===== config.mk =====
export PLATFORM = sky130hd
export DESIGN_NAME = hilo_muldiv_flat
export DESIGN_NICKNAME = d
export VERILOG_FILES = /design/src/rtl/hilo_muldiv_pkg.sv /design/src/rtl/hilo_muldiv_if.sv /design/src/rtl/hilo_muldiv_iter.sv /design/src/rtl/hilo_muldiv.sv /design/src/flat_wrapper.sv
export SDC_FILE = /design/constraint.sdc
export NUM_CORES = 1
export LEC_CHECK = 0
export BUFFER_PORTS_ARGS = -buffer_cell sky130_fd_sc_hd__buf_2
export CORE_ASPECT_RATIO = 0.5
export CORE_MARGIN = 3
export CORE_UTILIZATION = 39
export DETAILED_ROUTE_END_ITERATION = 8
export SYNTH_ARGS = -nofsm -noshare
export SYNTH_HDL_FRONTEND = slang
export SYNTH_HIERARCHICAL = 1
export SYNTH_SLANG_ARGS = --single-unit

===== constraint.sdc =====
create_clock -name clk -period 7.1 [get_ports clk]
set_input_delay 0.355 -clock clk [delete_from_list [all_inputs] [get_ports clk]]
set_output_delay 0.355 -clock clk [all_outputs]
set_load 0.01 [all_outputs]

===== src/rtl/hilo_muldiv_pkg.sv =====
// Shared encodings and helpers for the HI/LO iterative multiply/divide unit.
// Optional feature macro: HILO_MULDIV_FAST_MUL_EN (single-cycle multiply).
package hilo_muldiv_pkg;

    localparam int unsigned MD_ITERS = 32;
    localparam int unsigned MD_CNT_W = 5;
    localparam logic [MD_CNT_W-1:0] MD_LAST_CNT = 5'(MD_ITERS - 1);

    localparam logic [1:0] MD_MULT  = 2'b00;
    localparam logic [1:0] MD_MULTU = 2'b01;
    localparam logic [1:0] MD_DIV   = 2'b10;
    localparam logic [1:0] MD_DIVU  = 2'b11;

    typedef enum logic [1:0] {
        ST_IDLE = 2'b00,
        ST_BUSY = 2'b01,
        ST_DONE = 2'b10
    } md_state_e;

    function automatic logic md_is_div(input logic [1:0] op);
        return (op == MD_DIV) || (op == MD_DIVU);
    endfunction

    function automatic logic md_is_signed(input logic [1:0] op);
        return (op == MD_MULT) || (op == MD_DIV);
    endfunction

    function automatic logic [31:0] md_neg32(input logic neg, input logic [31:0] v);
        return neg ? (~v + 32'd1) : v;
    endfunction

    function automatic logic [63:0] md_neg64(input logic neg, input logic [63:0] v);
        return neg ? (~v + 64'd1) : v;
    endfunction

    // Magnitude of an operand; unsigned ops pass through untouched.
    function automatic logic [31:0] md_abs(input logic is_signed, input logic [31:0] v);
        return md_neg32(is_signed && v[31], v);
    endfunction

endpackage


===== src/rtl/hilo_muldiv_if.sv =====
// Pipeline-side bundle of the HI/LO multiply/divide unit.
interface hilo_muldiv_if;

    // Handshake: start acts as valid and is held while stall_req is high;
    // an op is taken in the IDLE cycle with start=1 and flush=0, and its
    // result is delivered only by the one-cycle hi_we/lo_we pulse.
    logic        flush;
    logic        start;
    logic [1:0]  op;
    logic [31:0] src1;
    logic [31:0] src2;
    logic        stall_req;
    logic        hi_we;
    logic        lo_we;
    logic [31:0] hi_o;
    logic [31:0] lo_o;

    modport master (
        output flush, start, op, src1, src2,
        input  stall_req, hi_we, lo_we, hi_o, lo_o
    );

    modport slave (
        input  flush, start, op, src1, src2,
        output stall_req, hi_we, lo_we, hi_o, lo_o
    );

endinterface


===== src/rtl/hilo_muldiv_iter.sv =====
// 64-bit working register with one shift-add (multiply) or restoring
// shift-subtract (divide) step per cycle on unsigned magnitudes.
module muldiv_iter
    import hilo_muldiv_pkg::*;
(
    input  logic        clk,
    input  logic        resetn,
    input  logic        load,
    input  logic        step,
    input  logic        div_mode,
    input  logic [31:0] opa,
    input  logic [31:0] opb,
    output logic [63:0] acc_next_o
);

    logic [63:0] acc_q, acc_d;
    logic [31:0] opb_q, opb_d;
    logic        div_q, div_d;

    logic [32:0] add_sum;
    logic [32:0] rem_sh;
    logic        rem_ge;
    logic [31:0] rem_sub;
    logic [63:0] step_val;

    always_comb begin
        // Multiply: {hi, multiplier}; add multiplicand into hi on lsb, shift right.
        add_sum = {1'b0, acc_q[63:32]} + (acc_q[0] ? {1'b0, opb_q} : 33'd0);
        // Divide: {remainder, dividend}; the shifted remainder needs 33 bits.
        rem_sh  = acc_q[63:31];
        rem_ge  = (rem_sh >= {1'b0, opb_q});
        rem_sub = rem_sh[31:0] - opb_q;

        if (div_q) begin
            if (rem_ge) begin
                step_val = {rem_sub, acc_q[30:0], 1'b1};
            end else begin
                step_val = {rem_sh[31:0], acc_q[30:0], 1'b0};
            end
        end else begin
            step_val = {add_sum, acc_q[31:1]};
        end

        acc_d = acc_q;
        opb_d = opb_q;
        div_d = div_q;
        if (load) begin
            acc_d = {32'd0, opa};
            opb_d = opb;
            div_d = div_mode;
        end else if (step) begin
            acc_d = step_val;
        end
    end

    assign acc_next_o = step_val;

    always_ff @(posedge clk or negedge resetn) begin
        if (!resetn) begin
            acc_q <= '0;
            opb_q <= '0;
            div_q <= 1'b0;
        end else begin
            acc_q <= acc_d;
            opb_q <= opb_d;
            div_q <= div_d;
        end
    end

endmodule


===== src/rtl/hilo_muldiv.sv =====
// Iterative MULT/MULTU/DIV/DIVU unit feeding the HI/LO write port.
// Define HILO_MULDIV_FAST_MUL_EN for a single-cycle multiply path.
module hilo_muldiv
    import hilo_muldiv_pkg::*;
(
    input  logic          clk,
    input  logic          resetn,
    hilo_muldiv_if.slave  bus,
    output md_state_e     dbg_state
);

    md_state_e            state_q, state_d;
    logic [MD_CNT_W-1:0]  cnt_q, cnt_d;
    logic [1:0]           op_q, op_d;
    logic                 sign_a_q, sign_a_d;
    logic                 sign_b_q, sign_b_d;
    logic [31:0]          hi_q, hi_d;
    logic [31:0]          lo_q, lo_d;

    logic                 in_signed;
    logic [31:0]          abs_a, abs_b;
    logic                 it_load, it_step;
    logic [63:0]          it_next;
    logic                 neg_main, neg_rem;
    logic [63:0]          fixed;
`ifdef HILO_MULDIV_FAST_MUL_EN
    logic [63:0]          ext_a, ext_b, fast_prod;
`endif

    muldiv_iter u_iter (
        .clk        (clk),
        .resetn     (resetn),
        .load       (it_load),
        .step       (it_step),
        .div_mode   (md_is_div(bus.op)),
        .opa        (abs_a),
        .opb        (abs_b),
        .acc_next_o (it_next)
    );

    always_comb begin
        in_signed = md_is_signed(bus.op);
        abs_a     = md_abs(in_signed, bus.src1);
        abs_b     = md_abs(in_signed, bus.src2);
`ifdef HILO_MULDIV_FAST_MUL_EN
        ext_a     = in_signed ? {{32{bus.src1[31]}}, bus.src1} : {32'd0, bus.src1};
        ext_b     = in_signed ? {{32{bus.src2[31]}}, bus.src2} : {32'd0, bus.src2};
        fast_prod = ext_a * ext_b;
`endif

        // Sign fix applied to the value the final iteration produces.
        neg_main = md_is_signed(op_q) && (sign_a_q ^ sign_b_q);
        neg_rem  = md_is_signed(op_q) && sign_a_q;
        if (md_is_div(op_q)) begin
            fixed = {md_neg32(neg_rem, it_next[63:32]), md_neg32(neg_main, it_next[31:0])};
        end else begin
            fixed = md_neg64(neg_main, it_next);
        end
    end

    always_comb begin
        state_d  = state_q;
        cnt_d    = cnt_q;
        op_d     = op_q;
        sign_a_d = sign_a_q;
        sign_b_d = sign_b_q;
        hi_d     = hi_q;
        lo_d     = lo_q;
        it_load  = 1'b0;
        it_step  = 1'b0;

        if (bus.flush) begin
            state_d = ST_IDLE;
        end else begin
            case (state_q)
                ST_IDLE: begin
                    if (bus.start) begin
                        op_d     = bus.op;
                        sign_a_d = bus.src1[31];
                        sign_b_d = bus.src2[31];
                        cnt_d    = '0;
                        if (md_is_div(bus.op) && (bus.src2 == 32'd0)) begin
                            // Divide by zero: raw dividend in HI, all-ones in LO.
                            hi_d    = bus.src1;
                            lo_d    = 32'hFFFF_FFFF;
                            state_d = ST_DONE;
`ifdef HILO_MULDIV_FAST_MUL_EN
                        end else if (!md_is_div(bus.op)) begin
                            hi_d    = fast_prod[63:32];
                            lo_d    = fast_prod[31:0];
                            state_d = ST_DONE;
`endif
                        end else begin
                            it_load = 1'b1;
                            state_d = ST_BUSY;
                        end
                    end
                end
                ST_BUSY: begin
                    it_step = 1'b1;
                    cnt_d   = cnt_q + 1'b1;
                    if (cnt_q == MD_LAST_CNT) begin
                        hi_d    = fixed[63:32];
                        lo_d    = fixed[31:0];
                        state_d = ST_DONE;
                    end
                end
                // The instruction still holding start here is the one retiring.
                ST_DONE: state_d = ST_IDLE;
                default: state_d = ST_IDLE;
            endcase
        end
    end

    always_ff @(posedge clk or negedge resetn) begin
        if (!resetn) begin
            state_q  <= ST_IDLE;
            cnt_q    <= '0;
            op_q     <= MD_MULT;
            sign_a_q <= 1'b0;
            sign_b_q <= 1'b0;
            hi_q     <= '0;
            lo_q     <= '0;
        end else begin
            state_q  <= state_d;
            cnt_q    <= cnt_d;
            op_q     <= op_d;
            sign_a_q <= sign_a_d;
            sign_b_q <= sign_b_d;
            hi_q     <= hi_d;
            lo_q     <= lo_d;
        end
    end

    always_comb begin
        bus.stall_req = 1'b0;
        if (!bus.flush) begin
            case (state_q)
                ST_IDLE: bus.stall_req = bus.start;
                ST_BUSY: bus.stall_req = 1'b1;
                default: bus.stall_req = 1'b0;
            endcase
        end
    end

    assign bus.hi_we = (state_q == ST_DONE) && !bus.flush;
    assign bus.lo_we = (state_q == ST_DONE) && !bus.flush;
    assign bus.hi_o  = hi_q;
    assign bus.lo_o  = lo_q;
    assign dbg_state = state_q;

endmodule


===== src/flat_wrapper.sv =====
// flat-port wrapper written by rule: the top's interface ports become plain ports
module hilo_muldiv_flat import hilo_muldiv_pkg::*;
  (clk, resetn, dbg_state, bus_flush, bus_start, bus_op, bus_src1, bus_src2, bus_stall_req, bus_hi_we, bus_lo_we, bus_hi_o, bus_lo_o);
  hilo_muldiv_if bus_i ();
  input  logic clk;
  input  logic resetn;
  output md_state_e dbg_state;
  input wire logic [$bits(bus_i.flush)-1:0] bus_flush;
  input wire logic [$bits(bus_i.start)-1:0] bus_start;
  input wire logic [$bits(bus_i.op)-1:0] bus_op;
  input wire logic [$bits(bus_i.src1)-1:0] bus_src1;
  input wire logic [$bits(bus_i.src2)-1:0] bus_src2;
  output wire logic [$bits(bus_i.stall_req)-1:0] bus_stall_req;
  output wire logic [$bits(bus_i.hi_we)-1:0] bus_hi_we;
  output wire logic [$bits(bus_i.lo_we)-1:0] bus_lo_we;
  output wire logic [$bits(bus_i.hi_o)-1:0] bus_hi_o;
  output wire logic [$bits(bus_i.lo_o)-1:0] bus_lo_o;
  assign bus_i.flush = bus_flush;
  assign bus_i.start = bus_start;
  assign bus_i.op = bus_op;
  assign bus_i.src1 = bus_src1;
  assign bus_i.src2 = bus_src2;
  assign bus_stall_req = bus_i.stall_req;
  assign bus_hi_we = bus_i.hi_we;
  assign bus_lo_we = bus_i.lo_we;
  assign bus_hi_o = bus_i.hi_o;
  assign bus_lo_o = bus_i.lo_o;
  hilo_muldiv u_core (.clk(clk), .resetn(resetn), .bus(bus_i), .dbg_state(dbg_state));
endmodule

==> impl_metrics.env <==
export IMPL_dpl_cell_area_um2=16400
export IMPL_synth_cell_types=95
export IMPL_cts_tree="built"
export IMPL_seq_area_frac_synth_pct=28.0
export IMPL_hold_ws_ns=0.177
export IMPL_leakage_nw=7.32
export IMPL_h_tree_depth=4
export IMPL_synth_cell_area_um2=15400
export IMPL_drc=0
export IMPL_grt_max_degree=88
export IMPL_die_w_um=287
export IMPL_cts_sinks=172
export IMPL_drive_above_1_share_pct=14.5
export IMPL_fillCellCount=3870
export IMPL_fin_area_um2=17000
export IMPL_worst_slew_pin_slew_ns=1.20
export IMPL_grt_pass1_vias=13900
export IMPL_cts_buffer_depth=2
export IMPL_drtIter0Drc=1469
export IMPL_synthCells=1912
export IMPL_area_delta_synth_final_pct=11.0
export IMPL_dp_slack_ns=1.62
export IMPL_globalRouteTotalUtil_pct=25.5
export IMPL_hpwl_mm=41.4
export IMPL_finalMaxSlewViolations=0
export IMPL_async_flop_share_pct=100
export IMPL_nets=2130
export IMPL_die_area_um2=41900
export IMPL_skew_ns=0.0113
export IMPL_startpoint_type="flip-flop"
export IMPL_yosysTopAreaCellShare_pct=28.0
export IMPL_core_area_um2=38100
export IMPL_final_cell_mix="nand2_1 (218), nor2_1 (183), dfrtp_1 (171), o21ai_0 (148), buf_2 (137)"
export IMPL_rows=50
export IMPL_hold_path_class="in -> reg"
export IMPL_required_ns=7.43
export IMPL_powerDensity_nw_per_um2=395
export IMPL_rsz0062_at_grt="false"
export IMPL_highest_layer="met5"
export IMPL_route_layer_met1_wl_mm=25.7
export IMPL_ys_flop_type="dfrtp_1"
export IMPL_synth_seq_cells=172
export IMPL_status="finished clean"
export IMPL_wl_per_cell_um=21.7
export IMPL_overflow=0
export IMPL_start_util_pct=40.3
export IMPL_place_gp_congestion=0.969
export IMPL_syn_num_nets=2054
export IMPL_wirelength_mm=54.7
export IMPL_slew_headroom_pct=19.6
export IMPL_hold_depth=3
export IMPL_grt_pass1_wl_mm=83.6
export IMPL_final_common_cell="nand2_1"
export IMPL_io_buffers=138
export IMPL_clockRootBuffer="clkbuf_16"
export IMPL_ctsResizeCount=0
export IMPL_drtPass1Iterations=6
export IMPL_fin_ws_ns=1.47
export IMPL_clk_pin_slew_ns=0.07
export IMPL_final_seq_area_um2=4310
export IMPL_netlist_top_cells_area="dfrtp_1 (28%), xnor2_1 (5.8%), ha_1 (5.7%)"
export IMPL_numCtsBuffers=17
export IMPL_post_route_period_util_pct=79.3
export IMPL_final_hold_viol_count=0
export IMPL_clk_latency_ns=0.46
export IMPL_pin_count=139
export IMPL_routed_wl_met2_mm=23.7
export IMPL_worstSetupPathType="reg -> reg"
export IMPL_fin_tns_setup_ns=0
export IMPL_irDropWorstVdd_uv=165
export IMPL_synth_edf_count=0
export IMPL_max_cap_violations=0
export IMPL_antenna_cells=0
export IMPL_met3_length_mm=4.30
export IMPL_reg2reg_depth=17
export IMPL_yosysWarnings=6
export IMPL_fin_crit_ns=5.63
export IMPL_synth_largest_area_cell="dfrtp_1"
export IMPL_synth_avg_cell_area_um2=8.03
export IMPL_antenna_found_initial=1
export IMPL_multi_input_area_um2=10400
export IMPL_crit_path_max_fanout=12
export IMPL_setup_viol=0
export IMPL_endpoint_kind="flip-flop"
export IMPL_fmax_mhz=178
export IMPL_num_vias=15000
export IMPL_die_h_um=146
export IMPL_vias_per_cell=5.94
export IMPL_cp_arrival_ns=5.96
export IMPL_ant_nets=0
## worst max-delay path: stages, from the launching register on
cell	delay [ns]
dfrtp_1	0.46
ha_1	0.35
nor2b_1	0.18
o2111ai_1	0.30
a211o_1	0.26
a311oi_4	0.14
o311ai_1	0.42
and3_1	0.86
a21oi_1	0.33
inv_1	0.16
ha_1	0.18
nor3b_2	0.39
nand4b_2	0.14
buf_4	0.22
o31ai_4	0.47
nand2_1	0.12
xnor2_1	0.37
o211ai_1	0.13
## worst paths after layout
path / startpoint / end / slack, ns
worst max-delay path: u_core/u_iter/acc_q[32]$_DFFE_PN0P_ / u_core/bus.hi_o[12]$_DFFE_PN0P_ / 1.47
worst min-delay path: bus_op[1] / u_core/op_q[1]$_DFFE_PN0P_ / 0.18
worst max register to register: u_core/u_iter/acc_q[32]$_DFFE_PN0P_ / u_core/bus.hi_o[12]$_DFFE_PN0P_ / 1.47
worst min register to register: u_core/bus.hi_o[0]$_DFFE_PN0P_ / u_core/bus.hi_o[0]$_DFFE_PN0P_ / 0.48
max in group asynchronous: resetn / u_core/u_iter/div_q$_DFFE_PN0P_ / 5.33
min in group asynchronous: resetn / u_core/u_iter/opb_q[23]$_DFFE_PN0P_ / 0.53
## through the flow
step | std cells | power, mW | utilization [%]
6_report | 2521 | 6.73 | 44.7
5_1_grt | 2521 | 7.14 | 44.7
4_1_cts | 2521 | 6.61 | 44.7
3_5_place_dp | 2488 | 5.60 | 43.2
3_3_place_gp | 2488 | 5.60 | 43.2
2_1_floorplan | 1912 | 4.35 | -
## logic make-up after synthesis
family	Yosys count	share of synthesized area, %
AND/OR/NAND/NOR	698	22.5
adder cells (fa/ha/maj)	72	5.96
buffers and inverters	169	4.60
flip-flops	172	28.0
multiplexers	88	6.03
AO/OA/AOI/OAI	558	24.0
XOR/XNOR	155	8.84
## flip-flops by register name, summed over array words and instances, names as in the netlist
signal and count:
u_core/bus.hi_o 32, u_core/bus.lo_o 32, u_core/cnt_q 5, u_core/dbg_state 2
u_core/op_q 2, u_core/sign_a_q 1, u_core/sign_b_q 1, u_core/u_iter/acc_q 64
u_core/u_iter/div_q 1, u_core/u_iter/opb_q 32
## cell usage after synthesis, types with 8 or more instances
master and number:
a211oi_1 11, a21o_1 18, mux2i_1 52, o211ai_1 25
xnor2_1 101, nand3_1 44, or3_1 20, or4_1 15
inv_1 61, nor4_2 8, o31ai_1 27, ha_1 70
nand2b_1 12, xor2_1 54, o41ai_1 14, nor4_1 15
nor2_1 184, o22a_1 21, mux2_2 36, nand4_1 20
o21ai_1 9, a21oi_1 121, or2_2 14, o21ai_0 148
buf_4 8, and2_1 36, buf_2 12, and3_1 16
nand2_1 218, clkbuf_1 76, dfrtp_1 172, o21a_1 20
nor3_1 47, a31oi_1 46, nor2b_1 16
## layout make-up
class	instances	area share, %
Multi-Input combinational cell	1571	60.8
Sequential cell	172	25.3
Timing Repair Buffer	163	5.20
Tap cell	520	3.82
Clock buffer	19	2.60
Inverter	63	1.42
Clock inverter	13	0.873
## power breakdown
group	internal [mW]	switching, mW	total [mW]
clock	0.509	0.472	0.982
combinational	1.55	2.80	4.35
sequential	1.16	0.233	1.39
total	3.22	3.51	6.73
## repair_timing
| item | 4_1_cts | 5_1_grt |
|---|---|---|
| setup endpoints to repair | 0 | 0 |
| endpoints found under the hold margin | 32 | 0 |
| buffers inserted | 0 | 0 |
| hold buffers | 1 | 0 |
## per-layer routing
metal | GRT usage (%) | vias to the layer above
met2 | 38.8 | 563
li1 | - | 7115
met4 | 5.87 | 2
met5 | 0 | -
met1 | 37.4 | 7237
met3 | 4.60 | 63
No activity file was read; power rests on OpenSTA's default activity.
